### config.mk
export PLATFORM = sky130hd
export DESIGN_NAME = mem_arbiter
export DESIGN_NICKNAME = d
export VERILOG_FILES = /design/src/rtl/mem_arbiter.sv
export SDC_FILE = /design/constraint.sdc
export NUM_CORES = 1
export LEC_CHECK = 0
export ABC_AREA = 1
export CORE_MARGIN = 5
export CORE_UTILIZATION = 55
export CTS_BUF_LIST = sky130_fd_sc_hd__clkbuf_8
export DETAILED_ROUTE_END_ITERATION = 6
export DONT_BUFFER_PORTS = 1
export GPL_TIMING_DRIVEN = 0
export PLACE_DENSITY = 0.72
export SLEW_MARGIN = 20
export SYNTH_ARGS = -nofsm -noshare
export SYNTH_HDL_FRONTEND = slang
export SYNTH_SLANG_ARGS = --single-unit
### constraint.sdc
create_clock -name clock -period 6.8 [get_ports clock]
set_input_delay 0.34 -clock clock [delete_from_list [all_inputs] [get_ports clock]]
set_output_delay 0.34 -clock clock [all_outputs]
set_load 0.05 [all_outputs]
### src/rtl/mem_arbiter.sv
// mem_arbiter: shares one Avalon-MM slave port (mem_if) between two masters.
// The current owner's request is passed straight through to mem_*; ownership
// is registered, with a per-grant hold limit so a busy master cannot starve
// the other. Outstanding reads are tagged with the issuing master's id in a
// small FIFO so each readdataready pulse goes back to the right master.
// Optional build macro: MEM_ARB_FIXED_PRIO_EN (m0 strict priority, no hold
// limit). Undefined gives round-robin with the MAX_HOLD limit.
module mem_arbiter #(
    parameter int ADDR_WIDTH  = 20,
    parameter int DATA_WIDTH  = 16,
    parameter int BE_WIDTH    = DATA_WIDTH / 8,
    parameter int MAX_PENDING = 8,
    parameter int PEND_WIDTH  = 3,
    parameter int MAX_HOLD    = 16,
    parameter int HOLD_WIDTH  = 5
) (
    input  logic                  clock,
    input  logic                  reset_n,
    // master 0
    input  logic [ADDR_WIDTH-1:0] m0_address,
    input  logic [BE_WIDTH-1:0]   m0_byteenable,
    input  logic                  m0_read,
    input  logic                  m0_write,
    input  logic [DATA_WIDTH-1:0] m0_writedata,
    output logic [DATA_WIDTH-1:0] m0_readdata,
    output logic                  m0_readdataready,
    output logic                  m0_waitrequest,
    // master 1
    input  logic [ADDR_WIDTH-1:0] m1_address,
    input  logic [BE_WIDTH-1:0]   m1_byteenable,
    input  logic                  m1_read,
    input  logic                  m1_write,
    input  logic [DATA_WIDTH-1:0] m1_writedata,
    output logic [DATA_WIDTH-1:0] m1_readdata,
    output logic                  m1_readdataready,
    output logic                  m1_waitrequest,
    // slave side towards mem_if
    output logic [ADDR_WIDTH-1:0] mem_address,
    output logic [BE_WIDTH-1:0]   mem_byteenable,
    output logic                  mem_read,
    output logic                  mem_write,
    output logic [DATA_WIDTH-1:0] mem_writedata,
    input  logic [DATA_WIDTH-1:0] mem_readdata,
    input  logic                  mem_readdataready,
    input  logic                  mem_waitrequest,
    // sticky: a read response arrived with no read outstanding
    output logic                  err_orphan
);

    localparam logic [1:0] ST_IDLE = 2'd0;
    localparam logic [1:0] ST_OWN0 = 2'd1;
    localparam logic [1:0] ST_OWN1 = 2'd2;

    localparam logic [PEND_WIDTH:0]   PEND_MAX  = (PEND_WIDTH+1)'(MAX_PENDING);
    localparam logic [PEND_WIDTH:0]   PEND_ONE  = (PEND_WIDTH+1)'(1);
    localparam logic [PEND_WIDTH-1:0] PTR_ONE   = PEND_WIDTH'(1);
    localparam logic [HOLD_WIDTH-1:0] HOLD_MAX  = HOLD_WIDTH'(MAX_HOLD);
    localparam logic [HOLD_WIDTH-1:0] HOLD_LAST = HOLD_WIDTH'(MAX_HOLD - 1);
    localparam logic [HOLD_WIDTH-1:0] HOLD_ONE  = HOLD_WIDTH'(1);

    logic [1:0]            state_reg, state_next;
    logic                  last_reg, last_next;
    logic [HOLD_WIDTH-1:0] hold_reg, hold_next;
    logic [PEND_WIDTH:0]   count_reg;
    logic [PEND_WIDTH-1:0] wr_ptr_reg, rd_ptr_reg;
    logic                  err_orphan_reg;
    logic                  fifo_mem [MAX_PENDING];

    logic                  req_0, req_1;
    logic [ADDR_WIDTH-1:0] own_address;
    logic [BE_WIDTH-1:0]   own_byteenable;
    logic [DATA_WIDTH-1:0] own_writedata;
    logic                  own_read, own_write, own_id;
    logic                  pend_full, own_wait, accept, hold_at_limit;
    logic                  push, pop, orphan, head_id;

    assign req_0 = m0_read | m0_write;
    assign req_1 = m1_read | m1_write;

    // Mux the owner's request onto the slave side; IDLE drives all zeros.
    // A simultaneous read+write is treated as a read only.
    always_comb begin
        own_address    = '0;
        own_byteenable = '0;
        own_writedata  = '0;
        own_read       = 1'b0;
        own_write      = 1'b0;
        own_id         = 1'b0;
        case (state_reg)
            ST_OWN0: begin
                own_address    = m0_address;
                own_byteenable = m0_byteenable;
                own_writedata  = m0_writedata;
                own_read       = m0_read;
                own_write      = m0_write & ~m0_read;
            end
            ST_OWN1: begin
                own_address    = m1_address;
                own_byteenable = m1_byteenable;
                own_writedata  = m1_writedata;
                own_read       = m1_read;
                own_write      = m1_write & ~m1_read;
                own_id         = 1'b1;
            end
            default: ;
        endcase
    end

    // Full is judged on the registered count, so a pop in the same cycle
    // does not release the stall; the read is not presented to mem_if while
    // it cannot be tagged.
    assign pend_full     = (count_reg == PEND_MAX);
    assign own_wait      = mem_waitrequest | (own_read & pend_full);
    assign accept        = (state_reg != ST_IDLE) & (own_read | own_write) & ~own_wait;
    assign hold_at_limit = (hold_reg >= HOLD_LAST);

    assign push    = accept & own_read;
    assign pop     = mem_readdataready & (count_reg != '0);
    assign orphan  = mem_readdataready & (count_reg == '0);
    assign head_id = fifo_mem[rd_ptr_reg];

    assign mem_address    = own_address;
    assign mem_byteenable = own_byteenable;
    assign mem_writedata  = own_writedata;
    assign mem_read       = own_read & ~pend_full;
    assign mem_write      = own_write;

    assign m0_waitrequest   = (state_reg == ST_OWN0) ? own_wait : 1'b1;
    assign m1_waitrequest   = (state_reg == ST_OWN1) ? own_wait : 1'b1;
    assign m0_readdata      = mem_readdata;
    assign m1_readdata      = mem_readdata;
    assign m0_readdataready = pop & ~head_id;
    assign m1_readdataready = pop & head_id;
    assign err_orphan       = err_orphan_reg;

    // Ownership decision: who gets the port next cycle.
    always_comb begin
        state_next = state_reg;
        case (state_reg)
            ST_IDLE: begin
`ifdef MEM_ARB_FIXED_PRIO_EN
                if (req_0)
                    state_next = ST_OWN0;
`else
                if (req_0 && (!req_1 || last_reg))
                    state_next = ST_OWN0;
`endif
                else if (req_1)
                    state_next = ST_OWN1;
            end
            ST_OWN0: begin
                if (!req_0)
                    state_next = req_1 ? ST_OWN1 : ST_IDLE;
`ifndef MEM_ARB_FIXED_PRIO_EN
                else if (accept && hold_at_limit && req_1)
                    state_next = ST_OWN1;
`endif
            end
            ST_OWN1: begin
                if (!req_1)
                    state_next = req_0 ? ST_OWN0 : ST_IDLE;
`ifdef MEM_ARB_FIXED_PRIO_EN
                else if (accept && req_0)
                    state_next = ST_OWN0;
`else
                else if (accept && hold_at_limit && req_0)
                    state_next = ST_OWN0;
`endif
            end
            default: state_next = ST_IDLE;
        endcase
    end

    // Hold counter restarts on every grant change and saturates at MAX_HOLD;
    // last remembers the most recent owner for round-robin tie-breaks.
    always_comb begin
        hold_next = hold_reg;
        last_next = last_reg;
        if (state_next != state_reg)
            hold_next = '0;
        else if (accept && (hold_reg != HOLD_MAX))
            hold_next = hold_reg + HOLD_ONE;
        if (state_next == ST_OWN0 && state_reg != ST_OWN0)
            last_next = 1'b0;
        else if (state_next == ST_OWN1 && state_reg != ST_OWN1)
            last_next = 1'b1;
    end

    // Ownership state registers.
    always_ff @(posedge clock or negedge reset_n) begin
        if (!reset_n) begin
            state_reg <= ST_IDLE;
            last_reg  <= 1'b1;
            hold_reg  <= '0;
        end else begin
            state_reg <= state_next;
            last_reg  <= last_next;
            hold_reg  <= hold_next;
        end
    end

    // Owner-tag FIFO pointers, occupancy and sticky orphan flag.
    always_ff @(posedge clock or negedge reset_n) begin
        if (!reset_n) begin
            count_reg      <= '0;
            wr_ptr_reg     <= '0;
            rd_ptr_reg     <= '0;
            err_orphan_reg <= 1'b0;
        end else begin
            if (push)
                wr_ptr_reg <= wr_ptr_reg + PTR_ONE;
            if (pop)
                rd_ptr_reg <= rd_ptr_reg + PTR_ONE;
            if (push && !pop)
                count_reg <= count_reg + PEND_ONE;
            else if (pop && !push)
                count_reg <= count_reg - PEND_ONE;
            if (orphan)
                err_orphan_reg <= 1'b1;
        end
    end

    // Owner-tag storage; contents are meaningless while count is zero.
    always_ff @(posedge clock) begin
        if (push)
            fifo_mem[wr_ptr_reg] <= own_id;
    end

endmodule

==> results.json <==
{
  "core_mm2": 0.00435,
  "ys_types": 33,
  "start_kind": "register",
  "whs_path_depth": 1,
  "cts_tree": "yes",
  "rrSetupSlack_ns": 3.44,
  "viasPerCell": 5.57,
  "nFillCells": 401,
  "ys_warn_count": 0,
  "clk_pin_slew_ns": 0.10,
  "clock_path_buffers": 2,
  "critPathBufInv": 4,
  "clk_latency_ns": 0.27,
  "yosys_register_bits": 27,
  "cts_made_buffers": 3,
  "rows": 24,
  "largest_reg_flops": 8,
  "dr.first_iter.drc_count": 121,
  "die-area_mm2": 0.00593,
  "ir_worst_vdd_uv": 382,
  "seqCellArea_um2": 717,
  "clock_skew_ns": 0.00627,
  "syn2layout_area_growth_pct": 5.32,
  "io_buffers": 0,
  "gr-total-overflow": 0,
  "max_stage_delay_ns": 0.87,
  "placed_cells": 414,
  "holdBufCountCts": 1,
  "post_cts_resized": 0,
  "period_share_pct": 51.2,
  "power_density_mw_per_mm2": 497,
  "end_kind": "output pin",
  "cap_violations": 0,
  "rr_worst_depth": 19,
  "drtPass1Iterations": 5,
  "holdWs_ns": 0.225,
  "reg2reg_from": "state_reg[0]",
  "rsz0062_at_grt": "false",
  "wirelength_um": 6750,
  "placed_area_mm2": 0.00254,
  "whs_endpoint": "err_orphan",
  "critical_path_class": "register to output pin",
  "clock_sinks": 27,
  "outcome": "finished clean",
  "timing.fmax_mhz": 287,
  "diodes": 0,
  "worstPathArrival_ns": 3.14,
  "maxSlewViolCount": 0,
  "antenna_found_initial": 0,
  "fin_nets": 482,
  "worstPathRequired_ns": 6.46,
  "die_x_um": 77.0,
  "synthCells": 362,
  "min_from": "mem_readdataready",
  "track_usage_pct": 22.3,
  "syn_area_mm2": 0.00247,
  "cts_root_buf": "clkbuf_8",
  "grt_start_max_net_pins": 20,
  "stdcell_count": 419,
  "setup_viol": 0,
  "design_area_mm2": 0.00260,
  "crit_path_top_delay_cell": "a21oi_1",
  "htree_num_levels": 1,
  "hold_violations": 0,
  "finalCriticalPeriod_ns": 3.48,
  "worst_pin_slew_ns": 1.13,
  "grt_pass1_vias": 2286,
  "p_leak_nw": 1.15,
  "gp_congestion": 0.845,
  "num_vias": 2333,
  "multi_input_area_mm2": 0.00134,
  "setup-tns-final_ns": 0,
  "cpMostUsedCell": "clkbuf_1",
  "avgSynthCellArea_um2": 6.83,
  "drc": 0,
  "postSynthNetCount": 476,
  "final_layout_size_suffix_gt1_share_pct": 16.1,
  "hp-class": "input pin to register",
  "io_pins": 177,
  "worstPathCellList": "inv_1 -> ha_1 -> buf_6 -> clkbuf_1 -> clkbuf_1 -> nand2_1 -> a21oi_1",
  "ys_seq_area_share_pct": 29.0,
  "power.total_mw": 1.29,
  "worstPathMaxFanout": 10,
  "reg2reg_to": "count_reg[3]",
  "start_util_pct": 56.8,
  "wl_per_cell_um": 16.1,
  "grt_pass1_wl_um": 11000,
  "dp_hpwl_um": 5790,
  "relSlewSlack_pct": 25.1,
  "postRouteAntennaNets": 0,
  "die_h_um": 77.0,
  "cp_top_family": "buffers and inverters",
  "postCtsSetupBuffers": 0
}
==> cells in the mapped netlist <==
master    instances  share of area, %
nor2_4            1              0.46
ha_1             13               6.6
dfrtp_1          18                18
mux2_2            1              0.46
nand2_4           2              0.91
a21oi_1          42               8.5
clkbuf_1         12               1.8
buf_6             1              0.46
inv_1            33               5.0
nand2_2           4               1.0
buf_2             1              0.20
or2_1             1              0.25
buf_4            32               9.7
xnor2_1           2              0.71
nor2_2            7               1.8
and2_1            1              0.25
nand3_1           9               1.8
nand2_1         112                17
a21oi_2           1              0.35
nor2_1           25               3.8
a21o_1            1              0.30
o21ai_0           9               1.8
nand4_1           2              0.51
edfxtp_1          8               9.7
a31o_2            1              0.35
o32ai_1           2              0.71
mux2_1            1              0.46
o21ai_2           1              0.35
fa_1              1              0.81
nor3_1            9               1.8
a31oi_1           1              0.25
xor2_1            7               2.5
dfstp_2           1               1.1
==> where the power goes <==
group / total, mW / internal [mW] / switching (mW)
Combinational: 0.938 / 0.190 / 0.748
Clock: 0.0916 / 0.0411 / 0.0505
Sequential: 0.263 / 0.213 / 0.0500
==> how the worst max path moves through the flow <==
stage	end	slack (ns)	from	cells past startpoint
finish	mem_address[17]	3.32	state_reg[0]	7
global route	mem_writedata[11]	2.97	state_reg[0]	7
CTS	mem_writedata[11]	3.32	state_reg[0]	7
detailed placement	count_reg[3]	3.45	state_reg[0]	19
global placement	count_reg[3]	3.56	state_reg[0]	20
floorplan	count_reg[3]	3.93	state_reg[0]	20
==> layer usage <==
metal	global-route usage (%)	wire, um
met5	0	0
met4	10.7	237
met3	4.10	533
met2	38.9	3550
met1	26.0	2430
==> cell type report <==
cell class,instances,share of cell area (%)
Clock inverter,1,0.192
Inverter,33,4.76
Clock buffer,3,1.59
Timing Repair Buffer,1,0.385
Sequential cell,27,27.5
Buffer,46,11.6
Multi-Input combinational cell,256,51.4
Tap cell,52,2.50
==> placed cells by master, fill, tap and decap left out, types with 4 or more instances in the layout <==
cell | Yosys | final
nand2_1 | 112 | 112
a21oi_1 | 42 | 41
inv_1 | 33 | 33
buf_4 | 32 | 32
nor2_1 | 25 | 25
dfrtp_1 | 18 | 18
ha_1 | 13 | 13
clkbuf_1 | 12 | 12
nor3_1 | 9 | 9
nand3_1 | 9 | 9
o21ai_0 | 9 | 9
edfxtp_1 | 8 | 8
nor2_2 | 7 | 7
xor2_1 | 7 | 7
nand2_2 | 4 | 4
==> worst register-to-register path: cells and delay by family (launching register included) <==
| kind | cells | cell delay, ns |
|---|---|---|
| and+or+nand+nor | 9 | 0.88 |
| adders and majority gates | 3 | 0.84 |
| buffers and inverters | 4 | 0.55 |
| DFF | 1 | 0.49 |
| AOI/OAI and AO/OA | 2 | 0.35 |
| xor gates and xnor gates | 1 | 0.17 |
==> per-stage QoR <==
step / util [%] / setup WS, ns
floorplan: - / 3.93
global placement: 58.2 / 3.56
detailed placement: 58.4 / 3.45
CTS: 59.7 / 3.32
global route: 59.8 / 2.97
finish: 59.8 / 3.32
==> cells by family after synthesis <==
group | count (synthesis) | synth area share, %
muxes | 2 | 0.911
and+or+nand+nor | 173 | 29.6
AOI/OAI and AO/OA | 58 | 12.7
xor gates and xnor gates | 9 | 3.19
buffers and inverters | 79 | 17.2
DFF | 27 | 29.0
adders and majority gates | 14 | 7.39
No activity file was read; power rests on OpenSTA's default activity.
